`config.mk`:
```
export PLATFORM = sky130hd
export DESIGN_NAME = aes_key_expand128_pipe
export DESIGN_NICKNAME = d
export VERILOG_FILES = /design/src/rtl/aes_pkg.sv /design/src/rtl/aes_key_expand128_pipe_subword.sv /design/src/rtl/aes_sbox.sv /design/src/rtl/aes_key_expand128_pipe.sv
export SDC_FILE = /design/constraint.sdc
export NUM_CORES = 2
export LEC_CHECK = 0
export BUFFER_PORTS_ARGS = -buffer_cell sky130_fd_sc_hd__buf_2
export CAP_MARGIN = 25
export CORE_MARGIN = 1
export CORE_UTILIZATION = 35
export DETAILED_ROUTE_END_ITERATION = 8
export HOLD_SLACK_MARGIN = 0.03
export MAX_ROUTING_LAYER = met4
export REMOVE_ABC_BUFFERS = 1
export SETUP_SLACK_MARGIN = 0.05
export SLEW_MARGIN = 20
export SYNTH_ARGS = -nofsm -noshare
export SYNTH_HDL_FRONTEND = slang
export SYNTH_SLANG_ARGS = --single-unit
```
`constraint.sdc`:
```
create_clock -name clk -period 14.6 [get_ports clk]
set_input_delay 4.38 -clock clk [delete_from_list [all_inputs] [get_ports clk]]
set_output_delay 4.38 -clock clk [all_outputs]
set_load 0.02 [all_outputs]
```
`src/rtl/aes_pkg.sv`:
```
// Shared types, round constants and GF(2^8) helpers for the AES-128 key schedule.
package aes_pkg;

   typedef logic [31:0]  aes_word_t;
   typedef logic [127:0] aes_key128_t;

   typedef enum logic [1:0] {IDLE, OUT, CALC} aes_ks_state_t;

   localparam logic [7:0] RCON [1:10] = '{8'h01, 8'h02, 8'h04, 8'h08, 8'h10,
                                          8'h20, 8'h40, 8'h80, 8'h1b, 8'h36};

   function automatic logic [7:0] rcon_of(input logic [3:0] r);
      logic [7:0] c;
      c = '0;
      if (r >= 4'd1 && r <= 4'd10) c = RCON[r];
      return c;
   endfunction

   // Multiply modulo x^8 + x^4 + x^3 + x + 1.
   function automatic logic [7:0] gf_mul(input logic [7:0] a, input logic [7:0] b);
      logic [7:0] p;
      logic [7:0] x;
      p = '0;
      x = a;
      for (int unsigned i = 0; i < 8; i++) begin
         if (b[i]) p = p ^ x;
         x = {x[6:0], 1'b0} ^ (x[7] ? 8'h1b : 8'h00);
      end
      return p;
   endfunction

   function automatic logic [7:0] sbox_affine(input logic [7:0] b);
      return b ^ {b[6:0], b[7]} ^ {b[5:0], b[7:6]} ^ {b[4:0], b[7:5]} ^ {b[3:0], b[7:4]} ^ 8'h63;
   endfunction

endpackage

```
`src/rtl/aes_key_expand128_pipe_subword.sv`:
```
// SubWord: four parallel combinational S-boxes, implementation chosen by SBOX_SEL.
module aes_subword
   import aes_pkg::*;
#(
   parameter int SBOX_SEL = 0
) (
   input  aes_word_t word_i,
   output aes_word_t word_o
);
   if (SBOX_SEL < 0 || SBOX_SEL > 2) begin : g_bad_sel
      $error("aes_subword: unsupported SBOX_SEL %0d", SBOX_SEL);
   end

   for (genvar i = 0; i < 4; i++) begin : g_byte
      if (SBOX_SEL == 0) begin : g_113
         aes_sbox_g113 u_sbox (.in_i(word_i[8*i +: 8]), .out_o(word_o[8*i +: 8]));
      end else if (SBOX_SEL == 1) begin : g_115
         aes_sbox_g115 u_sbox (.in_i(word_i[8*i +: 8]), .out_o(word_o[8*i +: 8]));
      end else begin : g_128
         aes_sbox_g128 u_sbox (.in_i(word_i[8*i +: 8]), .out_o(word_o[8*i +: 8]));
      end
   end
endmodule

```
`src/rtl/aes_sbox.sv`:
```
// Forward AES S-box variants; they differ only in how the field inverse
// and the affine map are built, and are functionally identical.
module aes_sbox_g113
   import aes_pkg::*;
(
   input  logic [7:0] in_i,
   output logic [7:0] out_o
);
   logic [7:0] sq;
   logic [7:0] inv;

   // x^254 as the product of x^2, x^4, ..., x^128.
   always_comb begin
      sq  = in_i;
      inv = 8'h01;
      for (int unsigned k = 1; k < 8; k++) begin
         sq  = gf_mul(sq, sq);
         inv = gf_mul(inv, sq);
      end
      out_o = sbox_affine(inv);
   end
endmodule

module aes_sbox_g115
   import aes_pkg::*;
(
   input  logic [7:0] in_i,
   output logic [7:0] out_o
);
   logic [7:0] x2, x3, x6, x12, x15, x30, x60, x120, x240, x252, x254;

   assign x2   = gf_mul(in_i, in_i);
   assign x3   = gf_mul(x2, in_i);
   assign x6   = gf_mul(x3, x3);
   assign x12  = gf_mul(x6, x6);
   assign x15  = gf_mul(x12, x3);
   assign x30  = gf_mul(x15, x15);
   assign x60  = gf_mul(x30, x30);
   assign x120 = gf_mul(x60, x60);
   assign x240 = gf_mul(x120, x120);
   assign x252 = gf_mul(x240, x12);
   assign x254 = gf_mul(x252, x2);
   assign out_o = sbox_affine(x254);
endmodule

module aes_sbox_g128
   import aes_pkg::*;
(
   input  logic [7:0] in_i,
   output logic [7:0] out_o
);
   logic [7:0] t;
   logic [7:0] inv;

   // x^127 by repeated square-and-multiply, squared once more for x^254.
   always_comb begin
      t = in_i;
      for (int unsigned k = 0; k < 6; k++) begin
         t = gf_mul(gf_mul(t, t), in_i);
      end
      inv = gf_mul(t, t);
      for (int unsigned i = 0; i < 8; i++) begin
         out_o[i] = inv[i] ^ inv[(i + 4) % 8] ^ inv[(i + 5) % 8] ^ inv[(i + 6) % 8]
                  ^ inv[(i + 7) % 8];
      end
      out_o = out_o ^ 8'h63;
   end
endmodule

```
`src/rtl/aes_key_expand128_pipe.sv`:
```
// Iterative AES-128 key schedule emitting round keys 0..10 over a valid/ready handshake.
module aes_key_expand128_pipe
   import aes_pkg::*;
#(
   parameter int SBOX_SEL    = 0,
   parameter int SUBWORD_REG = 0
) (
   input  logic         clk,
   input  logic         rst_n,
   input  logic         start,
   input  logic [127:0] key,
   output logic [127:0] rk,
   output logic [3:0]   rk_round,
   output logic         rk_valid,
   input  logic         rk_ready,
   output logic         busy,
   output logic         done
);
   aes_ks_state_t state_q;
   aes_key128_t   rk_q;
   aes_key128_t   rk_d;
   logic [3:0]    round_q;
   logic          valid_q;
   logic          busy_q;
   logic          done_q;
   aes_word_t     sw_q;
   aes_word_t     sw_comb;
   aes_word_t     sw_use;
   aes_word_t     t;
   aes_word_t     w0, w1, w2, w3;
   aes_word_t     n0, n1, n2, n3;

   assign {w0, w1, w2, w3} = rk_q;

   aes_subword #(.SBOX_SEL(SBOX_SEL)) u_subword (
      .word_i({w3[23:0], w3[31:24]}),
      .word_o(sw_comb)
   );

   // With SUBWORD_REG the S-box result is taken from the register loaded in OUT.
   assign sw_use = (SUBWORD_REG != 0) ? sw_q : sw_comb;

   always_comb begin
      t    = sw_use ^ {rcon_of(round_q + 4'd1), 24'h0};
      n0   = w0 ^ t;
      n1   = w1 ^ n0;
      n2   = w2 ^ n1;
      n3   = w3 ^ n2;
      rk_d = {n0, n1, n2, n3};
   end

   always_ff @(posedge clk or negedge rst_n) begin
      if (!rst_n) begin
         state_q <= IDLE;
         rk_q    <= '0;
         round_q <= '0;
         valid_q <= 1'b0;
         busy_q  <= 1'b0;
         done_q  <= 1'b0;
         sw_q    <= '0;
      end else begin
         done_q <= 1'b0;
         case (state_q)
            IDLE: begin
               if (start) begin
                  rk_q    <= key;
                  round_q <= '0;
                  valid_q <= 1'b1;
                  busy_q  <= 1'b1;
                  state_q <= OUT;
               end
            end
            OUT: begin
               if (valid_q && rk_ready) begin
                  if (round_q == 4'd10) begin
                     valid_q <= 1'b0;
                     busy_q  <= 1'b0;
                     done_q  <= 1'b1;
                     state_q <= IDLE;
                  end else if (SUBWORD_REG != 0) begin
                     sw_q    <= sw_comb;
                     valid_q <= 1'b0;
                     state_q <= CALC;
                  end else begin
                     rk_q    <= rk_d;
                     round_q <= round_q + 4'd1;
                  end
               end
            end
            CALC: begin
               rk_q    <= rk_d;
               round_q <= round_q + 4'd1;
               valid_q <= 1'b1;
               state_q <= OUT;
            end
            default: state_q <= IDLE;
         endcase
      end
   end

   assign rk       = rk_q;
   assign rk_round = round_q;
   assign rk_valid = valid_q;
   assign busy     = busy_q;
   assign done     = done_q;
endmodule

```
Yosys cells after proc, flatten, opt, wreduce, memory -nomap -nowiden --
Memory sizes are Yosys's and may differ from the RTL's. Cells that the tools add are included.
Word-level totals: ROM bits 128, memories 1, word-level logic and storage cells 1644, register bits after elaboration 137, output and inout port bits 135, bits of input ports 132
Memories:
- (no name shown) | depth 16, bits a word 8, read ports 1, clocked after Yosys merged registers in 0, write ports 0, line aes_pkg.sv:15 | if (r >= 4'd1 && r <= 4'd10) c = RCON[r];
Cells by class: $add $sub $neg 1, magnitude comparators 3, muxes and demuxes 835, reduce and logical (&&, ||, !) cells 9, bitwise operators 782, eq/ne operators 7
Operator list (count):
- 8-bit two-way mux | 423
- 8-bit bitwise XOR | 380
- 8-bit by 5-bit bitwise XOR with 8-bit output | 364
- 5-bit two-way mux | 368
- 128-bit two-way mux | 3
- 128-bit one-hot mux with 3 select lines | 1
- 32-bit bitwise XOR | 5
- 4-bit two-way mux | 7
- 7-bit two-way mux | 4
- 1-bit inverter (first input constant) | 28
- 6-bit two-way mux | 4
- 4-bit inverter | 4
- 2-bit two-way mux | 7
- 3-bit two-way mux | 4
- 4-bit one-hot mux with 3 select lines | 1
- 4-bit AND reduction | 3
- 1-bit two-way mux | 10
- 2-bit inequality test (second input constant) | 4
- 2-bit one-hot mux with 3 select lines | 1
- 5-bit greater-or-equal comparator (second input constant) | 1
- 4-bit inverter with 5-bit output | 1
- 4-bit by 1-bit adder with 4-bit output (second input constant) | 1
- 4-bit == test (second input constant) | 1
- 4-bit by 1-bit greater-or-equal comparator with 1-bit output (second input constant) | 1
- other kinds (10) | 11

Depth between registers and ports, before layout --
depth after elaboration 140, gate-level depth with buffers 67, mapped depth without buffers 56

By module --
A second synthesis with hierarchy kept.
Unflattened totals: cells, all modules 8664, area, all modules 69014.9 µm²
Modules (own cells, without submodules):
- aes_sbox_g113 | area each 15220.8 µm², times used 4, sequential area each 0.0 µm², cells each 1942
- aes_key_expand128_pipe | area each 8131.5 µm², times used 1, sequential area each 3353.2 µm², cells each 896

Worst setup path after synthesis --
Ideal clock, no wire load.
path kind register to register, start point register rk_q[16], in the netlist rk[16], end point register rk_q[29], in the netlist rk[29], setup slack -1.393 ns, cell stages (with the launch flop) 62, library setup time 0.143 ns, required time 14.457 ns, buffers on the path 8, clock period less this slack 15.993 ns, data arrival time 15.850 ns, path through dfrtp_1 -> ha_1 -> nand2_1 -> xnor2_1 -> inv_2 -> buf_2 -> clkbuf_1 -> ha_1 -> inv_2 -> xnor3_1 -> a21o_1 -> a31oi_4 -> xor2_2 -> inv_2 -> buf_2 -> ha_1 -> buf_1 -> nand2_1 -> [26 not listed] -> xnor3_2 -> xnor3_2 -> xor3_2 -> nor2b_1 -> xnor3_1 -> xnor3_2 -> xor2_2 -> buf_6 -> xnor2_1 -> a221o_1 -> a221oi_2 -> xnor2_1 -> xnor3_2 -> xnor3_2 -> xor2_4 -> xnor3_1 -> a211oi_1 -> a311oi_1
On the way: word-level cells in the longest chain between the ends 137, elaborated cells between the ends (all ways) 391, classes of those cells mux (199); bitwise (192)
RTL lines:
- from (decl) | line aes_key_expand128_pipe.sv:20 | aes_key128_t rk_q;
- from (signal assigned) | line aes_key_expand128_pipe.sv:66 | rk_q <= key;
- from (signal assigned) | line aes_key_expand128_pipe.sv:85 | rk_q <= rk_d;
- from (signal assigned) | line aes_key_expand128_pipe.sv:91 | rk_q <= rk_d;
- 8-bit two-way mux | line aes_pkg.sv:26 | if (b[i]) p = p ^ x;
- 8-bit bitwise XOR | line aes_pkg.sv:26
- 8-bit two-way mux | line aes_pkg.sv:26
- 8-bit bitwise XOR | line aes_pkg.sv:26
- 8-bit two-way mux | line aes_pkg.sv:26
- 8-bit bitwise XOR | line aes_pkg.sv:26
- 8-bit two-way mux | line aes_pkg.sv:26
- 8-bit bitwise XOR | line aes_pkg.sv:26
- [121 not listed]
- 32-bit bitwise XOR * | line aes_key_expand128_pipe.sv:44 | t = sw_use ^ {rcon_of(round_q + 4'd1), 24'h0};
- 32-bit bitwise XOR * | line aes_key_expand128_pipe.sv:45 | n0 = w0 ^ t;
- 32-bit bitwise XOR * | line aes_key_expand128_pipe.sv:46 | n1 = w1 ^ n0;
- 32-bit bitwise XOR * | line aes_key_expand128_pipe.sv:47 | n2 = w2 ^ n1;
- 32-bit bitwise XOR * | line aes_key_expand128_pipe.sv:48 | n3 = w3 ^ n2;
- 128-bit two-way mux | line aes_key_expand128_pipe.sv:75 | if (round_q == 4'd10) begin
- 128-bit two-way mux | line aes_key_expand128_pipe.sv:74 | if (valid_q && rk_ready) begin
- 128-bit one-hot mux with 3 select lines * | line aes_key_expand128_pipe.sv:63 | case (state_q)
Every way passes the cells marked *; elsewhere a longest branch is shown, timed or not. The select of a mux whose other input is x is not followed. A chain may end at the register's enable or synchronous reset.

Worst setup path after layout --
start point register rk_q[23], in the netlist rk[23], end point register rk_q[60], in the netlist rk[60]
On the way: word-level cells in the longest chain between the ends 135, elaborated cells between the ends (all ways) 392, classes of those cells mux (202); bitwise (190)
RTL lines:
- 5-bit two-way mux or 8-bit two-way mux (tied branches) | line aes_pkg.sv:27, aes_pkg.sv:26
- 8-bit by 5-bit bitwise XOR with 8-bit output or 8-bit bitwise XOR (tied branches) | line aes_pkg.sv:27, aes_pkg.sv:26
- 8-bit bitwise XOR or 8-bit two-way mux (tied branches) | line aes_pkg.sv:26
- 8-bit two-way mux or 8-bit bitwise XOR (tied branches) | line aes_pkg.sv:26
- 8-bit bitwise XOR or 8-bit two-way mux (tied branches) | line aes_pkg.sv:26
- 8-bit two-way mux or 8-bit bitwise XOR (tied branches) | line aes_pkg.sv:26
- 8-bit bitwise XOR or 8-bit two-way mux (tied branches) | line aes_pkg.sv:26
- 8-bit two-way mux or 8-bit bitwise XOR (tied branches) | line aes_pkg.sv:26
- [119 not listed]
- 8-bit bitwise XOR * | line aes_pkg.sv:33 | return b ^ {b[6:0], b[7]} ^ {b[5:0], b[7:6]} ^ {b[4:0], b[7:5]} ^ {b[3:0], b[7:4]} ^ 8'h63;
- 32-bit bitwise XOR * | line aes_key_expand128_pipe.sv:44
- 32-bit bitwise XOR * | line aes_key_expand128_pipe.sv:45
- 32-bit bitwise XOR * | line aes_key_expand128_pipe.sv:46
- 32-bit bitwise XOR * | line aes_key_expand128_pipe.sv:47
- 128-bit two-way mux | line aes_key_expand128_pipe.sv:75
- 128-bit two-way mux | line aes_key_expand128_pipe.sv:74
- 128-bit one-hot mux with 3 select lines * | line aes_key_expand128_pipe.sv:63
Marks and branches as above.

==> metrics.yaml <==
outcome:
  status: "finished, final reports clean"
drt:
  ant_nets: 0
  dr.pass1.iters: 6
  drt_iter0_drc: 5756
  wire_per_inst_um: 20.6
  vias_per_cell: 5.53
  wl_um: 245000
  drc: 0
  vias: 65656
grt:
  grt_use_total: 0.255
  grt_max_degree: 88
  antenna_found_initial: 15
  grt_overflow: 0
  grt_pass1_vias: 61719
  grt_first_pass_wirelength_um: 369000
synthesis:
  ys_seq_area_frac: 0.0515
  syn_area_um2: 65100
  synthTopCellsByArea: "xnor2_1, xnor3_1, nor2_1"
  ys_warn_count: 0
  synth_enable_flop_cells: 0
  synth_ff_type: "dfrtp_1"
  yosysMostFrequentCell: "xnor2_1"
  ys_top_cells_by_count: "xnor2_1, nor2_1, nand2_1"
  synth_area_leader_cell: "xnor2_1"
  synth.distinct_cells: 120
  synth_top_area_share: 0.204
  synth.avg_cell_area_um2: 7.69
  synth_seq_cells: 134
  async_flop_share: 1.00
  synthCells: 8467
place:
  portBuffers: 266
  numPlacedInstances: 11597
  gp_congestion: 0.991
  place_area_um2: 75000
  dpl.hpwl_um: 187000
worst_setup_path:
  end_kind: "register"
  r2r_end: "rk[60]$_DFFE_PN0P_"
  critPathArrivalTime_ns: 14.53
  slowest_stage: "xor3_2"
  cp_max_fo: 12
  reg2reg_from: "rk[23]$_DFFE_PN0P_"
  crit_path_max_incr_delay_ns: 0.55
  path_common_cell: "xnor3_2"
  crit_family: "XOR/XNOR gates"
  critPathBufInv: 11
  cp.required_ns: 14.99
  critPathKind: "register to register"
  r2r_setup_slack_ns: 0.46
  worstSetupStartpointType: "register"
  reg2reg_depth: 58
cells_and_area:
  drive_gt1_frac: 0.247
  finalNonFillerCells: 11867
  fill_cells: 18413
  layout.nets: 9536
  syn2layout_area_growth_pct: 23.6
  design_area_um2: 80500
clock_network:
  htreeDepth: 4
  cts_buffers: 17
  clock-sinks: 134
  clk_transition_reported_paths_ns: 0.07
  root_buffer: "clkbuf_16"
  clk_latency_ns: 0.53
  tritoncts: "done"
  clock_path_buffers: 2
sta:
  hold_viol: 0
  period_needed_ns: 14.14
  fmaxAchievable_ghz: 0.0707
  final_max_slew_viol_count: 0
  finClkSkew_ns: 0.0399
  tightestPinTransition_ns: 1.11
  fin_crit_sh: 0.968
  rsz0062_at_grt: "yes"
  setup_viol: 0
  max_slew_margin: 0.253
hold_path:
  hold_depth: 2
  holdPathEnd: "rk[96]$_DFFE_PN0P_"
  hp-start: "rk[96]$_DFFE_PN0P_"
  min_path_type: "register to register"
run:
  cap_violations: 0
floorplan:
  die_w_um: 433
  die_y_um: 433
  fp-row-count: 157
  coreArea_um2: 184000
  start_util: 0.354
  io_pins: 267
  dieArea_um2: 188000
==> cell usage in the layout, fill, tap and decap left out, types with 26 or more instances in the layout <==
cell type  synthesis  routed
xnor2_1         1519    1326
nor2_1          1215    1196
buf_4             29    1132
nand2_1          919     915
a21oi_1          478     453
o21ai_0          404     393
xor2_1           414     367
xnor3_1          428     314
buf_2            123     268
mux2i_1          266     259
xnor2_2           86     243
nand3_1          236     232
nor3_1           200     191
o22ai_1          162     161
xnor3_2           31     146
dfrtp_1          134     120
inv_1             82      81
a211oi_1          91      81
xor2_2            38      72
a31oi_1           72      71
nand2b_1          62      60
o211ai_1          59      59
xnor2_4           17      55
nor2b_1           57      53
a22oi_1           58      53
and3_1            44      44
or3_1             42      41
and2_1            42      40
o21a_1            36      35
o221ai_1          35      35
xor3_1            45      33
or2_2             31      31
buf_12             0      31
o31ai_1           30      30
a21oi_2            3      27
mux2_2            27      27
a211o_1           26      26
a221oi_1          30      26
a311oi_1          27      26
buf_6              9      26
==> how the worst max path moves through the flow <==
stage | slack, ns | from | depth (start not counted) | end
after floorplan | -5.66 | rk[7]$_DFFE_PN0P_ | 41 | rk[14]$_DFFE_PN0P_
after global placement | -0.46 | rk[23]$_DFFE_PN0P_ | 54 | rk[30]$_DFFE_PN0P_
after detailed placement | -0.51 | rk[16]$_DFFE_PN0P_ | 54 | rk[30]$_DFFE_PN0P_
after CTS | 0.04 | rk[16]$_DFFE_PN0P_ | 54 | rk[30]$_DFFE_PN0P_
after global routing | -0.04 | rk[23]$_DFFE_PN0P_ | 59 | rk[60]$_DFFE_PN0P_
final | 0.46 | rk[23]$_DFFE_PN0P_ | 58 | rk[60]$_DFFE_PN0P_
==> worst register-to-register path: cells and delay by family (launching register included) <==
family | cells | cell delay (ns)
xor gates and xnor gates | 28 | 7.93
and+or+nand+nor | 10 | 1.84
buffers and inverters | 11 | 1.57
AOI/OAI and AO/OA | 6 | 1.35
adders and majority gates | 3 | 0.89
DFF | 1 | 0.43
==> routing by layer <==
layer | part of all wire | global-route usage
met5 | 0 | -
met4 | 0.051 | 0.123
met3 | 0.052 | 0.0169
met2 | 0.48 | 0.418
met1 | 0.42 | 0.319
==> logic make-up after synthesis <==
family,count (synthesis),synth area share
buf+inv,675,0.0440
fa+ha+maj,28,0.00522
compound gates,1768,0.174
xor+xnor,2595,0.481
flops,134,0.0515
mux,300,0.0475
simple gates,2967,0.197
==> repair_timing <==
| item | in CTS | in global routing |
|---|---|---|
| pin swaps | 28 | 235 |
| setup buffers | 22 | 198 |
| hold buffers | 0 | 0 |
| gates resized for setup | 114 | 459 |
| endpoints found under the setup margin | 73 | 128 |
| cloned | 0 | 4 |
==> registers in the layout, indices dropped and copies added, names as in the netlist <==
register,flops
rk,128
rk_round,4
done,1
rk_valid,1
==> stage by stage <==
stage / worst slack [ns] / util / hold WS [ns] / TNS (ns)
6_report: 0.461 / 0.438 / 0.521 / 0
5_1_grt: -0.0438 / 0.438 / 0.572 / -0.370
3_5_place_dp: -0.509 / 0.408 / 0.508 / -14.55
4_1_cts: 0.0368 / 0.415 / 0.518 / 0
3_3_place_gp: -0.459 / 0.408 / 0.494 / -9.72
2_1_floorplan: -5.66 / - / 0.609 / -457.80
==> final cells by class <==
class | instances | area, um^2 | share of cell area
clock buffers | 18 | 439 | 0.00546
clock inverters | 14 | 158 | 0.00196
inverters | 100 | 390 | 0.00485
repair buffers | 1466 | 10900 | 0.135
diodes | 10 | 25.0 | 0.000311
well taps | 2464 | 3080 | 0.0383
flip-flops and latches | 134 | 3370 | 0.0419
multi-input cells | 7661 | 62200 | 0.772
Power is left out: the tool's default activity adds up to more than one toggle a clock period on the data nets, which glitch-free logic cannot reach.
